**src/rtl/memory_stage_if.sv**
```systemverilog
// Data-memory command/response bus: the memory stage is the master, the data memory the slave.
interface memory_stage_if;
  logic        mem_cmd_valid;
  logic        mem_cmd_ready;
  logic        mem_cmd_write;
  logic [31:0] mem_addr;
  logic [31:0] mem_wdata;
  logic [3:0]  mem_wmask;
  logic        mem_rvalid;
  logic [31:0] mem_rdata;

  modport master (
    output mem_cmd_valid, mem_cmd_write, mem_addr, mem_wdata, mem_wmask,
    input  mem_cmd_ready, mem_rvalid, mem_rdata
  );

  modport slave (
    input  mem_cmd_valid, mem_cmd_write, mem_addr, mem_wdata, mem_wmask,
    output mem_cmd_ready, mem_rvalid, mem_rdata
  );
endinterface

```
**src/rtl/memory_stage.sv**
```systemverilog
// Pipeline memory stage: issues one load/store at a time to the data memory and hands
// completed instructions (or bubbles) to writeback through registered outputs.
module memory_stage #(
  parameter logic [31:0] REGPC_NOP = 32'hffffffff,
  parameter logic [31:0] INST_NOP  = 32'h00000013
) (
  input  logic                  clk,
  input  logic                  rst,
  input  logic                  wb_branch_hazard,
  input  logic [31:0]           input_reg_pc,
  input  logic [31:0]           input_inst,
  input  logic [31:0]           input_alu_out,
  input  logic [31:0]           input_rs2_data,
  input  logic [3:0]            input_mem_wen,
  input  logic                  input_rf_wen,
  input  logic [3:0]            input_wb_sel,
  input  logic [4:0]            input_wb_addr,
  input  logic [2:0]            input_csr_cmd,
  input  logic                  input_jmp_flg,
  input  logic [31:0]           input_imm_i,
  output logic                  output_stall_flg,
  memory_stage_if.master        mem,
  output logic [31:0]           output_reg_pc,
  output logic [31:0]           output_inst,
  output logic [31:0]           output_alu_out,
  output logic [31:0]           output_mem_rdata,
  output logic                  output_rf_wen,
  output logic [3:0]            output_wb_sel,
  output logic [4:0]            output_wb_addr,
  output logic [2:0]            output_csr_cmd,
  output logic                  output_jmp_flg,
  output logic [31:0]           output_imm_i
);

  // state  | meaning
  // IDLE   | accepting from execute; non-memory ops pass straight to writeback
  // REQ    | command for the captured op offered to data memory
  // WAIT_R | load accepted by memory, waiting for read data
  // DRAIN  | flushed load still outstanding; its data is dropped on arrival
  typedef enum logic [1:0] {IDLE, REQ, WAIT_R, DRAIN} state_t;

  state_t r_state, w_next_state;

  logic [31:0] r_cap_reg_pc, r_cap_inst, r_cap_alu_out, r_cap_rs2_data, r_cap_imm_i;
  logic [3:0]  r_cap_mem_wen, r_cap_wb_sel;
  logic        r_cap_rf_wen, r_cap_jmp_flg;
  logic [4:0]  r_cap_wb_addr;
  logic [2:0]  r_cap_csr_cmd;

  logic        w_flush, w_in_mem_op, w_is_store, w_hs, w_complete;
  logic [1:0]  w_lane;
  logic [31:0] w_rshift, w_load_data;
  logic [15:0] w_half;

  logic [31:0] w_nxt_reg_pc, w_nxt_inst, w_nxt_alu_out, w_nxt_mem_rdata, w_nxt_imm_i;
  logic        w_nxt_rf_wen, w_nxt_jmp_flg;
  logic [3:0]  w_nxt_wb_sel;
  logic [4:0]  w_nxt_wb_addr;
  logic [2:0]  w_nxt_csr_cmd;

  assign w_flush     = wb_branch_hazard;
  assign w_in_mem_op = (input_mem_wen != 4'd0) || (input_wb_sel >= 4'd1 && input_wb_sel <= 4'd5);
  assign w_is_store  = (r_cap_mem_wen != 4'd0);
  assign w_lane      = r_cap_alu_out[1:0];
  assign w_hs        = mem.mem_cmd_valid && mem.mem_cmd_ready;
  assign w_complete  = ((r_state == REQ) && w_is_store && w_hs) ||
                       ((r_state == WAIT_R) && mem.mem_rvalid);

  always_ff @(posedge clk) begin
    if (rst) r_state <= IDLE;
    else     r_state <= w_next_state;
  end

  always_comb begin
    w_next_state = r_state;
    case (r_state)
      IDLE:    if (!w_flush && w_in_mem_op) w_next_state = REQ;
      REQ: begin
        if (w_flush)    w_next_state = IDLE;
        else if (w_hs)  w_next_state = w_is_store ? IDLE : WAIT_R;
      end
      WAIT_R: begin
        if (mem.mem_rvalid) w_next_state = IDLE;
        else if (w_flush)   w_next_state = DRAIN;
      end
      DRAIN:   if (mem.mem_rvalid) w_next_state = IDLE;
      default: w_next_state = IDLE;
    endcase
  end

  // Load data: byte lanes picked by address, halves by address bit 1 (misaligned rounds down).
  always_comb begin
    w_rshift = mem.mem_rdata >> {w_lane, 3'b000};
    w_half   = w_lane[1] ? mem.mem_rdata[31:16] : mem.mem_rdata[15:0];
    case (r_cap_wb_sel)
      4'd1:    w_load_data = {{24{w_rshift[7]}}, w_rshift[7:0]};
      4'd2:    w_load_data = {24'h0, w_rshift[7:0]};
      4'd3:    w_load_data = {{16{w_half[15]}}, w_half};
      4'd4:    w_load_data = {16'h0, w_half};
      default: w_load_data = mem.mem_rdata;
    endcase
  end

  always_comb begin
    mem.mem_cmd_valid = (r_state == REQ) && !w_flush && !rst;
    mem.mem_cmd_write = w_is_store;
    mem.mem_addr      = {r_cap_alu_out[31:2], 2'b00};
    output_stall_flg  = (r_state != IDLE) && !w_complete;
    case (r_cap_mem_wen)
      4'd1: begin
        mem.mem_wmask = 4'b0001 << w_lane;
        mem.mem_wdata = {4{r_cap_rs2_data[7:0]}};
      end
      4'd2: begin
        mem.mem_wmask = 4'b0011 << {w_lane[1], 1'b0};
        mem.mem_wdata = {2{r_cap_rs2_data[15:0]}};
      end
      4'd3: begin
        mem.mem_wmask = 4'b1111;
        mem.mem_wdata = r_cap_rs2_data;
      end
      default: begin
        mem.mem_wmask = 4'b0000;
        mem.mem_wdata = r_cap_rs2_data;
      end
    endcase

    w_nxt_reg_pc    = REGPC_NOP;
    w_nxt_inst      = INST_NOP;
    w_nxt_alu_out   = 32'hffffffff;
    w_nxt_mem_rdata = 32'hffffffff;
    w_nxt_imm_i     = 32'hffffffff;
    w_nxt_rf_wen    = 1'b0;
    w_nxt_wb_sel    = 4'd0;
    w_nxt_wb_addr   = 5'd0;
    w_nxt_csr_cmd   = 3'd0;
    w_nxt_jmp_flg   = 1'b0;
    if (r_state == IDLE && !w_flush && !w_in_mem_op) begin
      w_nxt_reg_pc    = input_reg_pc;
      w_nxt_inst      = input_inst;
      w_nxt_alu_out   = input_alu_out;
      w_nxt_mem_rdata = 32'h0;
      w_nxt_imm_i     = input_imm_i;
      w_nxt_rf_wen    = input_rf_wen;
      w_nxt_wb_sel    = input_wb_sel;
      w_nxt_wb_addr   = input_wb_addr;
      w_nxt_csr_cmd   = input_csr_cmd;
      w_nxt_jmp_flg   = input_jmp_flg;
    end else if ((r_state == REQ && w_is_store && w_hs) ||
                 (r_state == WAIT_R && mem.mem_rvalid && !w_flush)) begin
      w_nxt_reg_pc    = r_cap_reg_pc;
      w_nxt_inst      = r_cap_inst;
      w_nxt_alu_out   = r_cap_alu_out;
      w_nxt_mem_rdata = (r_state == WAIT_R) ? w_load_data : 32'h0;
      w_nxt_imm_i     = r_cap_imm_i;
      w_nxt_rf_wen    = r_cap_rf_wen;
      w_nxt_wb_sel    = r_cap_wb_sel;
      w_nxt_wb_addr   = r_cap_wb_addr;
      w_nxt_csr_cmd   = r_cap_csr_cmd;
      w_nxt_jmp_flg   = r_cap_jmp_flg;
    end
  end

  always_ff @(posedge clk) begin
    if (rst) begin
      r_cap_reg_pc   <= 32'h0;
      r_cap_inst     <= 32'h0;
      r_cap_alu_out  <= 32'h0;
      r_cap_rs2_data <= 32'h0;
      r_cap_imm_i    <= 32'h0;
      r_cap_mem_wen  <= 4'd0;
      r_cap_wb_sel   <= 4'd0;
      r_cap_rf_wen   <= 1'b0;
      r_cap_jmp_flg  <= 1'b0;
      r_cap_wb_addr  <= 5'd0;
      r_cap_csr_cmd  <= 3'd0;
    end else if (r_state == IDLE && !w_flush) begin
      r_cap_reg_pc   <= input_reg_pc;
      r_cap_inst     <= input_inst;
      r_cap_alu_out  <= input_alu_out;
      r_cap_rs2_data <= input_rs2_data;
      r_cap_imm_i    <= input_imm_i;
      r_cap_mem_wen  <= input_mem_wen;
      r_cap_wb_sel   <= input_wb_sel;
      r_cap_rf_wen   <= input_rf_wen;
      r_cap_jmp_flg  <= input_jmp_flg;
      r_cap_wb_addr  <= input_wb_addr;
      r_cap_csr_cmd  <= input_csr_cmd;
    end
  end

  always_ff @(posedge clk) begin
    if (rst) begin
      output_reg_pc    <= REGPC_NOP;
      output_inst      <= INST_NOP;
      output_alu_out   <= 32'hffffffff;
      output_mem_rdata <= 32'hffffffff;
      output_imm_i     <= 32'hffffffff;
      output_rf_wen    <= 1'b0;
      output_wb_sel    <= 4'd0;
      output_wb_addr   <= 5'd0;
      output_csr_cmd   <= 3'd0;
      output_jmp_flg   <= 1'b0;
    end else begin
      output_reg_pc    <= w_nxt_reg_pc;
      output_inst      <= w_nxt_inst;
      output_alu_out   <= w_nxt_alu_out;
      output_mem_rdata <= w_nxt_mem_rdata;
      output_imm_i     <= w_nxt_imm_i;
      output_rf_wen    <= w_nxt_rf_wen;
      output_wb_sel    <= w_nxt_wb_sel;
      output_wb_addr   <= w_nxt_wb_addr;
      output_csr_cmd   <= w_nxt_csr_cmd;
      output_jmp_flg   <= w_nxt_jmp_flg;
    end
  end

endmodule

```
**src/flat_wrapper.sv**
```systemverilog
// flat-port wrapper written by rule: the top's interface ports become plain ports
module memory_stage_flat 
#(
  parameter logic [31:0] REGPC_NOP = 32'hffffffff,
  parameter logic [31:0] INST_NOP  = 32'h00000013
)
  (clk, rst, wb_branch_hazard, input_reg_pc, input_inst, input_alu_out, input_rs2_data, input_mem_wen, input_rf_wen, input_wb_sel, input_wb_addr, input_csr_cmd, input_jmp_flg, input_imm_i, output_stall_flg, output_reg_pc, output_inst, output_alu_out, output_mem_rdata, output_rf_wen, output_wb_sel, output_wb_addr, output_csr_cmd, output_jmp_flg, output_imm_i, mem_mem_cmd_valid, mem_mem_cmd_write, mem_mem_addr, mem_mem_wdata, mem_mem_wmask, mem_mem_cmd_ready, mem_mem_rvalid, mem_mem_rdata);
  memory_stage_if mem_i ();
  input  logic clk;
  input  logic rst;
  input  logic wb_branch_hazard;
  input  logic [31:0] input_reg_pc;
  input  logic [31:0] input_inst;
  input  logic [31:0] input_alu_out;
  input  logic [31:0] input_rs2_data;
  input  logic [3:0] input_mem_wen;
  input  logic input_rf_wen;
  input  logic [3:0] input_wb_sel;
  input  logic [4:0] input_wb_addr;
  input  logic [2:0] input_csr_cmd;
  input  logic input_jmp_flg;
  input  logic [31:0] input_imm_i;
  output logic output_stall_flg;
  output logic [31:0] output_reg_pc;
  output logic [31:0] output_inst;
  output logic [31:0] output_alu_out;
  output logic [31:0] output_mem_rdata;
  output logic output_rf_wen;
  output logic [3:0] output_wb_sel;
  output logic [4:0] output_wb_addr;
  output logic [2:0] output_csr_cmd;
  output logic output_jmp_flg;
  output logic [31:0] output_imm_i;
  output wire logic [$bits(mem_i.mem_cmd_valid)-1:0] mem_mem_cmd_valid;
  output wire logic [$bits(mem_i.mem_cmd_write)-1:0] mem_mem_cmd_write;
  output wire logic [$bits(mem_i.mem_addr)-1:0] mem_mem_addr;
  output wire logic [$bits(mem_i.mem_wdata)-1:0] mem_mem_wdata;
  output wire logic [$bits(mem_i.mem_wmask)-1:0] mem_mem_wmask;
  input wire logic [$bits(mem_i.mem_cmd_ready)-1:0] mem_mem_cmd_ready;
  input wire logic [$bits(mem_i.mem_rvalid)-1:0] mem_mem_rvalid;
  input wire logic [$bits(mem_i.mem_rdata)-1:0] mem_mem_rdata;
  assign mem_mem_cmd_valid = mem_i.mem_cmd_valid;
  assign mem_mem_cmd_write = mem_i.mem_cmd_write;
  assign mem_mem_addr = mem_i.mem_addr;
  assign mem_mem_wdata = mem_i.mem_wdata;
  assign mem_mem_wmask = mem_i.mem_wmask;
  assign mem_i.mem_cmd_ready = mem_mem_cmd_ready;
  assign mem_i.mem_rvalid = mem_mem_rvalid;
  assign mem_i.mem_rdata = mem_mem_rdata;
  memory_stage #(.REGPC_NOP(REGPC_NOP), .INST_NOP(INST_NOP)) u_core (.clk(clk), .rst(rst), .wb_branch_hazard(wb_branch_hazard), .input_reg_pc(input_reg_pc), .input_inst(input_inst), .input_alu_out(input_alu_out), .input_rs2_data(input_rs2_data), .input_mem_wen(input_mem_wen), .input_rf_wen(input_rf_wen), .input_wb_sel(input_wb_sel), .input_wb_addr(input_wb_addr), .input_csr_cmd(input_csr_cmd), .input_jmp_flg(input_jmp_flg), .input_imm_i(input_imm_i), .output_stall_flg(output_stall_flg), .mem(mem_i), .output_reg_pc(output_reg_pc), .output_inst(output_inst), .output_alu_out(output_alu_out), .output_mem_rdata(output_mem_rdata), .output_rf_wen(output_rf_wen), .output_wb_sel(output_wb_sel), .output_wb_addr(output_wb_addr), .output_csr_cmd(output_csr_cmd), .output_jmp_flg(output_jmp_flg), .output_imm_i(output_imm_i));
endmodule
```
**config.mk**
```make
export PLATFORM = sky130hd
export DESIGN_NAME = memory_stage_flat
export DESIGN_NICKNAME = d
export VERILOG_FILES = /design/src/rtl/memory_stage_if.sv /design/src/rtl/memory_stage.sv /design/src/flat_wrapper.sv
export SDC_FILE = /design/constraint.sdc
export NUM_CORES = 1
export LEC_CHECK = 0
export CAP_MARGIN = 40
export CORE_MARGIN = 5
export CORE_UTILIZATION = 49
export DETAILED_ROUTE_END_ITERATION = 10
export PLACE_DENSITY = 0.9
export SKIP_CTS_REPAIR_TIMING = 1
export SYNTH_ARGS = -nofsm -noshare
export SYNTH_HDL_FRONTEND = slang
export SYNTH_SLANG_ARGS = --single-unit
```
**constraint.sdc**
```tcl
create_clock -name clk -period 5.51 [get_ports clk]
set_clock_uncertainty 0.1 [all_clocks]
set_input_delay 1.102 -clock clk [delete_from_list [all_inputs] [get_ports clk]]
set_output_delay 1.102 -clock clk [all_outputs]
set_load 0.02 [all_outputs]
```
==> flow_summary.toml <==
[grt]
grt_max_degree = 213
antenna_found_initial = 3
grt.total_usage_pct = 27.5
grt_pass1_wl_um = 69900
gr-total-overflow = 0
grt_pass1_vias = 12900

[floorplan]
die_x_um = 177
coreArea_um2 = 27700
placementRows = 61
initial_core_util_pct = 49.5
die_area_um2 = 31400
die_h_um = 177
io_pins = 460

[cells_and_area]
drive_above_1_share_pct = 5.81
final_cell_mix = "clkdlybuf4s50_1, nand2_1, dfxtp_1"
syn2layout_area_growth_pct = 41.3
finalNonFillerCells = 2361
fillCellCount = 2023
nets = 2168
layout.cells.most_common = "clkdlybuf4s50_1"

[cts]
clkTransAtPathRegs_ps = 60
numCtsBuffers = 37
clock_sinks = 354
clock-root-buffer = "clkbuf_16"
cts_tree = "done"
clk_latency_ps = 510
ctsLongestPathBuffers = 3
htreeDepth = 2

[critical_path]
r2r_start = "u_core.r_cap_mem_wen[2]"
crit_path_max_fanout = 13
cpPeakStageDelay_ps = 670
critPathKind = "reg -> out"
start_kind = "flop"
path_cells = "or2_1 -> nor3b_2 -> mux2_2 -> clkdlybuf4s50_1"
crit_slowest_cell = "nor3b_2"
startpoint = "u_core.r_cap_mem_wen[2]"
endpoint_kind = "output pin"
reg2reg_depth = 7
arrival_ps = 3100
required_ps = 4310

[sta]
min_period_over_period_pct = 78.1
period_minus_slack_ps = 4300
rsz0062_at_grt = "no"
max_freq_ghz = 0.232
worst_pin_slew_ps = 991
fin_ws_ps = 1210
setup_tns_ps = 0
finalHoldViolCount = 0
finalSetupViolCount = 0
final_max_slew_viol_count = 0
max_slew_margin_pct = 33.9

[synth]
seq_area_frac_synth_pct = 51.7
ys_warn_count = 0
synth_flop_cell = "dfxtp_1"
syn_area_per_cell_um2 = 8.48
synth_edf_count = 0
synth_cells = 1616
synth_cell_types = 52
async_flop_share_pct = 0
synthesis.area_um2 = 13700
ys_ff_latch = 354

[drt]
ant_nets = 0
drt_wl_total_um = 45800
wl_met2_um = 22700
wirelength_met1_um = 16200
avgViaCountPerCell = 5.61
dr.pass1.iters = 6
top_layer_used = "met4"
drc = 0
first_iter_violations = 1226
wl_per_cell_um = 19.4
wl_met3_um = 4580
detailroute.via_count = 13200

[placed_design]
port_buffers = 457
place_ws_ps = 1420
gp_congestion = 0.898
hpwlAfterDp_um = 31100
dp_cells = 2292

[pwr]
switchingPower_uw = 1490
ir_drop_uv = 260
intPower_uw = 4600
pwr-share-clk_pct = 41.9
comb_power_share_pct = 13.1
seqPwrFrac_pct = 44.9
leakagePower_uw = 0.00707
switching_share_pct = 24.5
power_density_nw_per_um2 = 314

[hold_path]
hp-start = "u_core.r_cap_rs2_data[20]"
hp-class = "reg -> reg"
hold_depth = 2

[outcome]
run_status = "finished clean"

[run]
cap_violations = 0
cell usage after synthesis, types with 2 or more instances:
library cell,count,area [um^2]
nand2_1,358,1340
dfxtp_1,354,7090
a21oi_1,208,1040
nand2b_1,110,688
o22ai_1,108,676
clkbuf_1,93,349
nor2_1,81,304
a22oi_1,44,330
buf_4,41,308
o21ai_0,39,195
buf_2,28,140
mux2_2,16,180
o31ai_1,15,113
buf_1,13,48.8
nor3_1,12,60.1
o21ai_1,12,60.1
nor3b_1,9,67.6
a31oi_1,8,50.1
mux4_2,8,180
or2_2,7,43.8
nor2b_1,6,37.5
inv_1,4,15.0
buf_6,3,33.8
mux2i_1,3,30.0
and3b_1,2,17.5
nand3_1,2,10.0
nor3_2,2,20.0
nor3b_2,2,25.0
o211a_1,2,20.0
o211ai_1,2,15.0
o21a_1,2,15.0
xor2_1,2,17.5
per-stage QoR:
step	area (um^2)	util, %	power, uW	hold slack (ps)
5_1_grt	19400	69.9	6320	373
4_1_cts	19400	69.9	6130	354
2_1_floorplan	13700	-	3210	333
6_report	19400	69.9	6090	354
3_5_place_dp	18100	65.3	3580	346
3_3_place_gp	18100	65.2	3550	338
worst paths after layout:
check / slack, ps / end
max: 1210 / mem_mem_wdata[11]
min: 350 / u_core.r_cap_rs2_data[20]
max reg2reg: 2610 / u_core.output_reg_pc[30]
min reg2reg: 350 / u_core.r_cap_rs2_data[20]
per-layer routing:
| metal | track usage [%] | vias to the layer above |
|---|---|---|
| li1 | - | 6149 |
| met1 | 31.0 | 6225 |
| met2 | 48.0 | 706 |
| met3 | 7.99 | 155 |
| met4 | 13.0 | 0 |
| met5 | 0 | - |
power by group through the flow:
stage	clock network (uW)	logic, uW	registers (uW)
global route	2720	859	2750
detailed placement	0	789	2790
floorplan	0	433	2780
CTS	2600	797	2730
finish	2550	800	2740
global placement	0	767	2780
worst max-delay path: cells and delay by family, from the launching register on:
family,cells,cell delay [ps]
flops,1,440
buf+inv,1,580
mux,1,410
simple gates,2,1160
layout make-up:
| cell class | instances | area, um^2 | share of cell area, % |
|---|---|---|---|
| sequential | 354 | 7090 | 36.6 |
| multi-input combinational | 1080 | 5740 | 29.7 |
| timing repair buffer | 475 | 4780 | 24.7 |
| clock buffer | 59 | 1140 | 5.89 |
| tap | 378 | 473 | 2.44 |
| clock inverter | 7 | 118 | 0.607 |
| inverter | 5 | 18.8 | 0.0969 |
| antenna | 3 | 7.51 | 0.0388 |
kinds of logic (layout without fill, tap and decap cells):
family,count (synthesis),in the layout,synth area share [%]
other,1,5,0.0274
AO/OA/AOI/OAI,451,451,19.1
AND/OR/NAND/NOR,598,598,19.6
flip-flops,354,354,51.7
XOR/XNOR,2,2,0.128
buffers and inverters,183,546,6.56
multiplexers,27,27,2.85
No activity file was read; power rests on OpenSTA's default activity.
